===== src/rtl/gpio_wiggler_pkg.sv =====
// Shared pattern-mode encodings for the GPIO pattern generator.
// Latency: n/a (constants only).
// Backpressure: n/a.
package gpio_wiggler_pkg;

    localparam int MODE_W = 3;

    localparam logic [MODE_W-1:0] MODE_HOLD   = 3'd0;
    localparam logic [MODE_W-1:0] MODE_ROTL   = 3'd1;
    localparam logic [MODE_W-1:0] MODE_ROTR   = 3'd2;
    localparam logic [MODE_W-1:0] MODE_BOUNCE = 3'd3;
    localparam logic [MODE_W-1:0] MODE_COUNT  = 3'd4;
    localparam logic [MODE_W-1:0] MODE_TOGGLE = 3'd5;

endpackage


===== src/rtl/wiggle_prescaler.sv =====
// Step prescaler: counts 0..div and raises tick on the terminal count.
// Latency: tick is combinational from the registered count (same cycle).
// Backpressure: none; enable low freezes the count, clear forces it to 0.
module wiggle_prescaler #(
    parameter int DIV_W = 24
) (
    input  logic             clk,
    input  logic             rst,
    input  logic             enable,
    input  logic             clear,
    input  logic [DIV_W-1:0] div,
    output logic             tick
);

    logic [DIV_W-1:0] pcnt;

    // A div lowered below pcnt is not caught: pcnt runs on and wraps mod 2^DIV_W.
    assign tick = enable && (pcnt == div);

    // Prescale counter; clear (load) wins over tick so the coincident tick is dropped.
    always_ff @(posedge clk or posedge rst) begin
        if (rst) begin
            pcnt <= '0;
        end else if (clear) begin
            pcnt <= '0;
        end else if (tick) begin
            pcnt <= '0;
        end else if (enable) begin
            pcnt <= pcnt + DIV_W'(1);
        end
    end

endmodule


===== src/rtl/gpio_wiggler.sv =====
// Programmable GPIO pattern generator with step and pattern-cycle strobes.
// Latency: 1 cycle from prescaler tick (or load) to gpio/step/wrap.
// Backpressure: none; enable low freezes the pattern, load always wins.
module gpio_wiggler
    import gpio_wiggler_pkg::*;
#(
    parameter int               WIDTH         = 32,
    parameter int               DIV_W         = 24,
    parameter logic [WIDTH-1:0] RESET_PATTERN = {{(WIDTH-1){1'b1}}, 1'b0}
) (
    input  logic              clk,
    input  logic              rst,
    input  logic              enable,
    input  logic [MODE_W-1:0] mode,
    input  logic [DIV_W-1:0]  div,
    input  logic [WIDTH-1:0]  seed,
    input  logic              load,
    output logic [WIDTH-1:0]  gpio,
    output logic              step,
    output logic              wrap
);

    localparam int SW = $clog2(WIDTH);
    localparam logic [SW-1:0] SCNT_LAST = SW'(WIDTH - 1);
    localparam logic [SW-1:0] SCNT_TURN = SW'(WIDTH - 2);

    logic             tick;
    logic [SW-1:0]    scnt;
    logic             dir;
    logic [WIDTH-1:0] rot_l;
    logic [WIDTH-1:0] rot_r;
    logic [SW-1:0]    scnt_adv;
    logic             scnt_last;
    logic             scnt_turn;

    wiggle_prescaler #(
        .DIV_W (DIV_W)
    ) u_prescaler (
        .clk    (clk),
        .rst    (rst),
        .enable (enable),
        .clear  (load),
        .div    (div),
        .tick   (tick)
    );

    assign rot_l     = {gpio[WIDTH-2:0], gpio[WIDTH-1]};
    assign rot_r     = {gpio[0], gpio[WIDTH-1:1]};
    assign scnt_last = (scnt == SCNT_LAST);
    assign scnt_turn = (scnt == SCNT_TURN);
    assign scnt_adv  = scnt_last ? '0 : scnt + SW'(1);

    // Pattern, step counter, direction and strobes; step marks every tick,
    // including HOLD ticks where the visible value does not change.
    always_ff @(posedge clk or posedge rst) begin
        if (rst) begin
            gpio <= RESET_PATTERN;
            scnt <= '0;
            dir  <= 1'b0;
            step <= 1'b0;
            wrap <= 1'b0;
        end else begin
            step <= 1'b0;
            wrap <= 1'b0;
            if (load) begin
                gpio <= seed;
                scnt <= '0;
                dir  <= 1'b0;
            end else if (tick) begin
                step <= 1'b1;
                case (mode)
                    MODE_ROTL: begin
                        gpio <= rot_l;
                        scnt <= scnt_adv;
                        wrap <= scnt_last;
                    end
                    MODE_ROTR: begin
                        gpio <= rot_r;
                        scnt <= scnt_adv;
                        wrap <= scnt_last;
                    end
                    MODE_TOGGLE: begin
                        gpio <= ~gpio;
                        scnt <= scnt_adv;
                        wrap <= scnt_last;
                    end
                    MODE_BOUNCE: begin
                        gpio <= dir ? rot_r : rot_l;
                        if (scnt_turn) begin
                            // Each leg is WIDTH-1 steps; the right-to-left
                            // turn puts the pattern back at its start.
                            dir  <= ~dir;
                            scnt <= '0;
                            wrap <= dir;
                        end else begin
                            scnt <= scnt + SW'(1);
                        end
                    end
                    MODE_COUNT: begin
                        gpio <= gpio + WIDTH'(1);
                        wrap <= &gpio;
                    end
                    default: begin
                        // HOLD and the unused codes leave everything as is.
                    end
                endcase
            end
        end
    end

endmodule


===== config.mk =====
export PLATFORM = sky130hd
export DESIGN_NAME = gpio_wiggler
export DESIGN_NICKNAME = d
export VERILOG_FILES = /design/src/rtl/gpio_wiggler_pkg.sv /design/src/rtl/wiggle_prescaler.sv /design/src/rtl/gpio_wiggler.sv
export SDC_FILE = /design/constraint.sdc
export NUM_CORES = 1
export LEC_CHECK = 0
export BUFFER_PORTS_ARGS = -buffer_cell sky130_fd_sc_hd__buf_2
export CAP_MARGIN = 20
export CORE_UTILIZATION = 35
export DETAILED_ROUTE_END_ITERATION = 6
export GPL_TIMING_DRIVEN = 0
export PLACE_DENSITY = 0.61
export SYNTH_ARGS = -nofsm -noshare
export SYNTH_HDL_FRONTEND = slang
export SYNTH_SLANG_ARGS = --single-unit
export TNS_END_PERCENT = 1

===== constraint.sdc =====
create_clock -name clk -period 2.3 [get_ports clk]
set_input_delay 0.345 -clock clk [delete_from_list [all_inputs] [get_ports clk]]
set_output_delay 0.345 -clock clk [all_outputs]
set_load 0.01 [all_outputs]

# Word-level counts from Yosys, hierarchy flattened

Cells that the tools add are included.
W data, S select, Z words.

Output and inout bits: 34
Logic and storage cells: 53
Bits in latches: 0
Memories: 0
Memory bits (read-only): 0
Input port bits: 63
RAM bits: 0
Flip-flop bits (word level): 64

Mux-type cells: 22
Shifts and indexed selects: 0
Reductions and logical operators: 12
$mul: 0
Add/subtract/negate cells: 3
Div/mod/pow operators: 0
Magnitude comparators: 0
Bitwise logic cells: 2
Eq/ne operators: 8

Operators with widths:

| kind                    | count |
|---|---|
| $pmux W32 S5            | 1 |
| $mux W32                | 3 |
| $mux W24                | 3 |
| $add A32 B1 Y32 const B | 1 |
| $not A32 Y32            | 1 |
| $reduce_and A32 Y1      | 1 |
| $add A24 B1 Y24 const B | 1 |
| $eq A24 B24 Y1          | 1 |
| $mux W5                 | 4 |
| $eq A5 B5 Y1 const B    | 2 |
| $pmux W5 S2             | 1 |
| $mux W1                 | 9 |
| $eq A3 B2 Y1 const B    | 2 |
| $eq A3 B3 Y1 const B    | 2 |
| $reduce_bool A2 Y1      | 3 |
| $reduce_bool A3 Y1      | 2 |
| $reduce_bool A6 Y1      | 1 |
| $add A5 B1 Y5 const B   | 1 |
| $reduce_and A2 Y1       | 2 |
| $eq A3 B1 Y1 const B    | 1 |
| $pmux W1 S3             | 1 |
| $reduce_and A3 Y1       | 1 |
| $reduce_or A3 Y1        | 1 |
| $logic_and A1 B1 Y1     | 1 |
| $not A1 Y1              | 1 |

# Longest topological paths before layout

Word-level depth: 5
Depth in mapped cells: 9
Gate-level depth less buffers: 8

# Hierarchy

From an unflattened synthesis, not the netlist that was laid out.

Cells, all modules: 658
Area total of the unflattened synthesis: 5275.1 um2

By module, submodules not included:

| module           | cells each | area an instance (um2) | instances |
|---|---|---|---|
| gpio_wiggler     | 468        | 3623.5                 | 1 |
| wiggle_prescaler | 190        | 1651.6                 | 1 |

# Worst setup path before layout

Ideal clock, no wire load.

Kind: flip-flop to flip-flop
Start: register gpio[4]
End: register gpio[31]
Cell stages (with the launch flop): 8
Path buffers: 1
Arrival: 2059 ps
Setup slack: 151 ps
Required time: 2211 ps
Clock period less this slack: 2149 ps
Cells stage by stage: dfstp_2 -> buf_2 -> and4_4 -> nand3_4 -> or4_1 -> nor2_1 -> a31oi_1 -> o32ai_2

Cells in the longest elaborated chain, start to end: 4

RTL lines:

| what                   | RTL line            | text |
|---|---|---|
| from (decl)            | gpio_wiggler.sv:18  | `output logic [WIDTH-1:0] gpio,` |
| from (signal assigned) | gpio_wiggler.sv:73  | `gpio <= rot_l;` |
| from (signal assigned) | gpio_wiggler.sv:78  | `gpio <= rot_r;` |
| from (signal assigned) | gpio_wiggler.sv:83  | `gpio <= ~gpio;` |
| $add A32 B1 Y32        | gpio_wiggler.sv:100 | `gpio <= gpio + WIDTH'(1);` |
| $pmux W32 S5           | gpio_wiggler.sv:71  | `case (mode)` |
| $mux W32               | gpio_wiggler.sv:69  | `end else if (tick) begin` |
| $mux W32               | gpio_wiggler.sv:65  | `if (load) begin` |

Every way passes these cells. The select of a mux whose other input is x is not followed.
A chain may end at the register's enable or synchronous reset.

# Worst setup path in the final report

Same ends and word-level chain as after synthesis.

==> results.txt <==
----------------------------------------------------
[Run status]
  Status ... complete, but fails checks
  Violated checks ... setup timing

[Layout]
  Antenna Diode Count ... 0
  Share of layout cells above drive strength 1 ... 0.2680
  Synth-to-layout area growth ... 24.70%
  Post-route cell area ... 6203 um^2
  Non-filler instance count after layout ... 915
  Final-stage net count ... 798

[Die]
  Height of the chip ... 121.2 um
  Initial core utilization ... 0.3584
  Boundary Pins ... 97
  Core outline area ... 13880 um^2
  DIE WIDTH ... 121.2 um
  Total Die Area ... 14690 um^2
  Number of placement rows ... 43

[Timing]
  Setup repair after global routing missed its margin ... yes
  Peak clock frequency supported by timing ... 426.9 MHz
  Period Utilization, post-route ... 1.018
  Number of setup violations in the final report ... 2
  Hold violation total from the final report ... 0
  Minimum setup slack in the final design ... -0.04241 ns
  Final Max Slew Viols ... 0
  Actual transition at the worst max-transition pin ... 0.8419 ns
  Relative slew slack ... 0.4387
  Min Tclk post-route ... 2.342 ns
  Worst-case clock skew ... 0.006793 ns

[Drt]
  Antenna Nets Post-Route ... 0
  Final WL ... 17360 um
  Routed WL per cell ... 18.98 um
  Detailed-route vias per instance ... 6.003
  DRC violations left ... 0
  Total vias in the final route ... 5493
  Starting DRT DRC Count ... 469
  Number of search-and-repair iterations in the first detailed-routing pass ... 6

[Place]
  Cell total after placement ... 898
  HPWL reported at the end of detailed placement ... 12130 um
  Number of buffer cells added on primary ports ... 94
  Gp weighted congestion ... 0.9387
  Placed cell area ... 5673 um^2
  Post-Place Setup Slack ... -0.1957 ns

[Clock tree]
  Total CTS buffers ... 9
  H-tree Lvls ... 3
  Clk root buf ... sky130_fd_sc_hd__clkbuf_16
  Max clock buf depth ... 2
  Clock tree from TritonCTS ... built
  Later-pin clock latency in the skew report ... 0.34 ns
  Clk sink count ... 64
  Clock-pin slew of the registers on the worst-case setup and hold paths ... 0.06 ns

[Yosys]
  Cell with the most instances after synthesis ... sky130_fd_sc_hd__nor2_1
  Dominant cells by area after synthesis ... sky130_fd_sc_hd__dfrtp_1, sky130_fd_sc_hd__dfstp_2, sky130_fd_sc_hd__nor2_1
  Most instantiated flip-flop cell in the synthesis netlist ... sky130_fd_sc_hd__dfrtp_1
  Share of synthesized area occupied by flip-flops and latches ... 0.3297
  Syn Std Cell Area ... 4975 um^2
  Post-Syn Instances ... 624
  Syn Nets ... 692
  Flip-flop and latch count after synthesis ... 64
  Synthesized area per cell ... 7.972 um^2
  Async set-reset flop share out of synthesis ... 1.000
  Number of synthesized flops with an enable pin ... 0
  Synthesis warning total ... 0
  Leading post-synthesis cells by instance count ... sky130_fd_sc_hd__nor2_1, sky130_fd_sc_hd__nand2_1, sky130_fd_sc_hd__o21ai_0
  Post-synth top area cell ... sky130_fd_sc_hd__dfrtp_1
  Post-synth cell types ... 67
  Share of Yosys cell area claimed by the top area cell type ... 0.1660

[Critical path]
  Worst-path cell chain ... and4_4, nand3_4, or4_4, nor2_1, a31oi_1, o32ai_2
  RR Endpoint ... gpio[31]
  Critical path's top delay family ... simple AND/OR/NAND/NOR gates
  Buffer and inverter count on the worst path ... 0
  R2R Setup Slk ... -0.04 ns
  Critical path launch point type ... flip-flop
  Worst Path Max Fanout ... 10
  Required @ worst endpoint ... 2.55 ns
  Worst-case reg-to-reg path depth ... 6
  Crit-path slowest cell ... sky130_fd_sc_hd__dfstp_2
  Sort of element at the end of the critical path ... flip-flop
  Arrival time reported for the critical path endpoint ... 2.60 ns
  RR Startpoint ... gpio[4]
  Biggest cell delay along the critical path ... 0.63 ns
  Worst setup path category ... flip-flop to flip-flop

[Power and ir drop]
  Static leakage ... 2.551 nW
  Power Dens Cells ... 608.0 nW/um^2
  Highest ir drop seen on vdd ... 0.3230 mV
  Tot Pwr ... 3.772 mW

[Global routing]
  Total overflow reported by the global router ... 0
  Number of antenna violations at the first check in global routing ... 0
  Wire length of the first global-routing pass ... 26630 um
  Tot GR Track Use ... 0.2345
  Maximum number of pins on one net before global-route repair ... 65
  Vias in the first global route ... 5171

[Min path]
  Type of the tightest min-delay check ... primary input to asynchronous set/reset pin

[Run]
  Max-Cap Viols ... 0

----------------------------------------------------
[sequential cells by signal, indices dropped and copies added, names as in the netlist]
| signal | count |
|---|---|
| u_prescaler.pcnt | 24 |
| gpio | 32 |
| dir | 1 |
| scnt | 5 |
| wrap | 1 |
| step | 1 |
[worst reg2reg max path, stage by stage (launching register included)]
cell,delay [ns]
sky130_fd_sc_hd__dfstp_2,0.63
sky130_fd_sc_hd__and4_4,0.29
sky130_fd_sc_hd__nand3_4,0.19
sky130_fd_sc_hd__or4_4,0.62
sky130_fd_sc_hd__nor2_1,0.16
sky130_fd_sc_hd__a31oi_1,0.11
sky130_fd_sc_hd__o32ai_2,0.24
[report_power, final]
group | total (mW) | switching [mW] | internal, mW | leakage (nW)
logic | 0.854 | 0.511 | 0.343 | 1.61
registers | 1.45 | 0.174 | 1.28 | 0.778
clock network | 1.47 | 0.510 | 0.956 | 0.159
[layout make-up]
| type | count | area, um^2 |
|---|---|---|
| fill | 1445 | 7677 |
| inverter | 11 | 43.79 |
| tap | 180 | 225.2 |
| clock inverter | 2 | 35.03 |
| timing repair buffer | 100 | 515.5 |
| buffer | 42 | 196.4 |
| sequential | 64 | 1643 |
| multi-input combinational | 502 | 3261 |
| clock buffer | 14 | 284.0 |
[cells by family (layout without fill, tap and decap cells)]
| family | Yosys count | count (layout) | share of synthesized area |
|---|---|---|---|
| AOI/OAI and AO/OA | 175 | 175 | 0.2362 |
| xor gates and xnor gates | 53 | 53 | 0.09331 |
| adders and majority gates | 5 | 5 | 0.01258 |
| buffers and inverters | 58 | 169 | 0.04854 |
| DFF | 64 | 64 | 0.3297 |
| muxes | 4 | 4 | 0.008049 |
| and+or+nand+nor | 265 | 265 | 0.2716 |
[metrics by stage]
stage | utilization | setup TNS [ns] | hold WS (ns)
after CTS | 0.4342 | -0.3356 | 0.2184
final | 0.4469 | -0.07049 | 0.1821
after detailed placement | 0.4087 | -6.582 | 0.5321
after global placement | 0.4085 | -23.64 | 0.5184
after global routing | 0.4469 | -0.2371 | 0.2743
after floorplan | - | 0 | 0.4926
[layout by cell type, fill, tap and decap left out, drive strengths merged, types with 5 or more instances in the layout]
cell type  synthesis  layout
nor4              11      11
clkbuf            27      45
xnor2             30      30
a22oi              5       5
buf               20     111
and3              22      22
nor2              74      74
a211oi             7       7
nand4             15      15
o22ai             10      10
a31oi             12      12
nor3              19      19
o31ai             14      14
nand2             58      58
and4               8       8
dfrtp             33      33
nand2b            10      10
inv               11      11
xor2              23      23
dfstp             31      31
nand3             30      30
ha                 5       5
a21oi             26      26
o21ai             52      52
[metal layers]
| layer | vias up | global-route usage | part of all wire | wire [um] |
|---|---|---|---|---|
| met5 | - | 0 | 0 | 0 |
| li1 | 2519 | - | - | - |
| met3 | 44 | 0.05263 | 0.090 | 1559 |
| met4 | 0 | 0.09182 | 0.027 | 472 |
| met1 | 2628 | 0.2969 | 0.41 | 7053 |
| met2 | 302 | 0.3861 | 0.48 | 8277 |
[repair_timing]
item	4_1_cts	5_1_grt
setup endpoints to repair	51	53
buffers inserted	0	6
gates cloned	0	0
pin swaps	0	6
hold buffers	0	0
gates resized for setup	5	45
[how the worst max path moves through the flow]
| stage | depth (start not counted) | to | startpoint |
|---|---|---|---|
| after detailed placement | 7 | gpio[25] | gpio[3] |
| after global routing | 6 | gpio[31] | gpio[4] |
| final | 6 | gpio[31] | gpio[4] |
| after CTS | 7 | gpio[24] | gpio[5] |
| after floorplan | 7 | gpio[31] | gpio[4] |
| after global placement | 2 | gpio[0] | rst |
(Power assumes the default switching activity.)
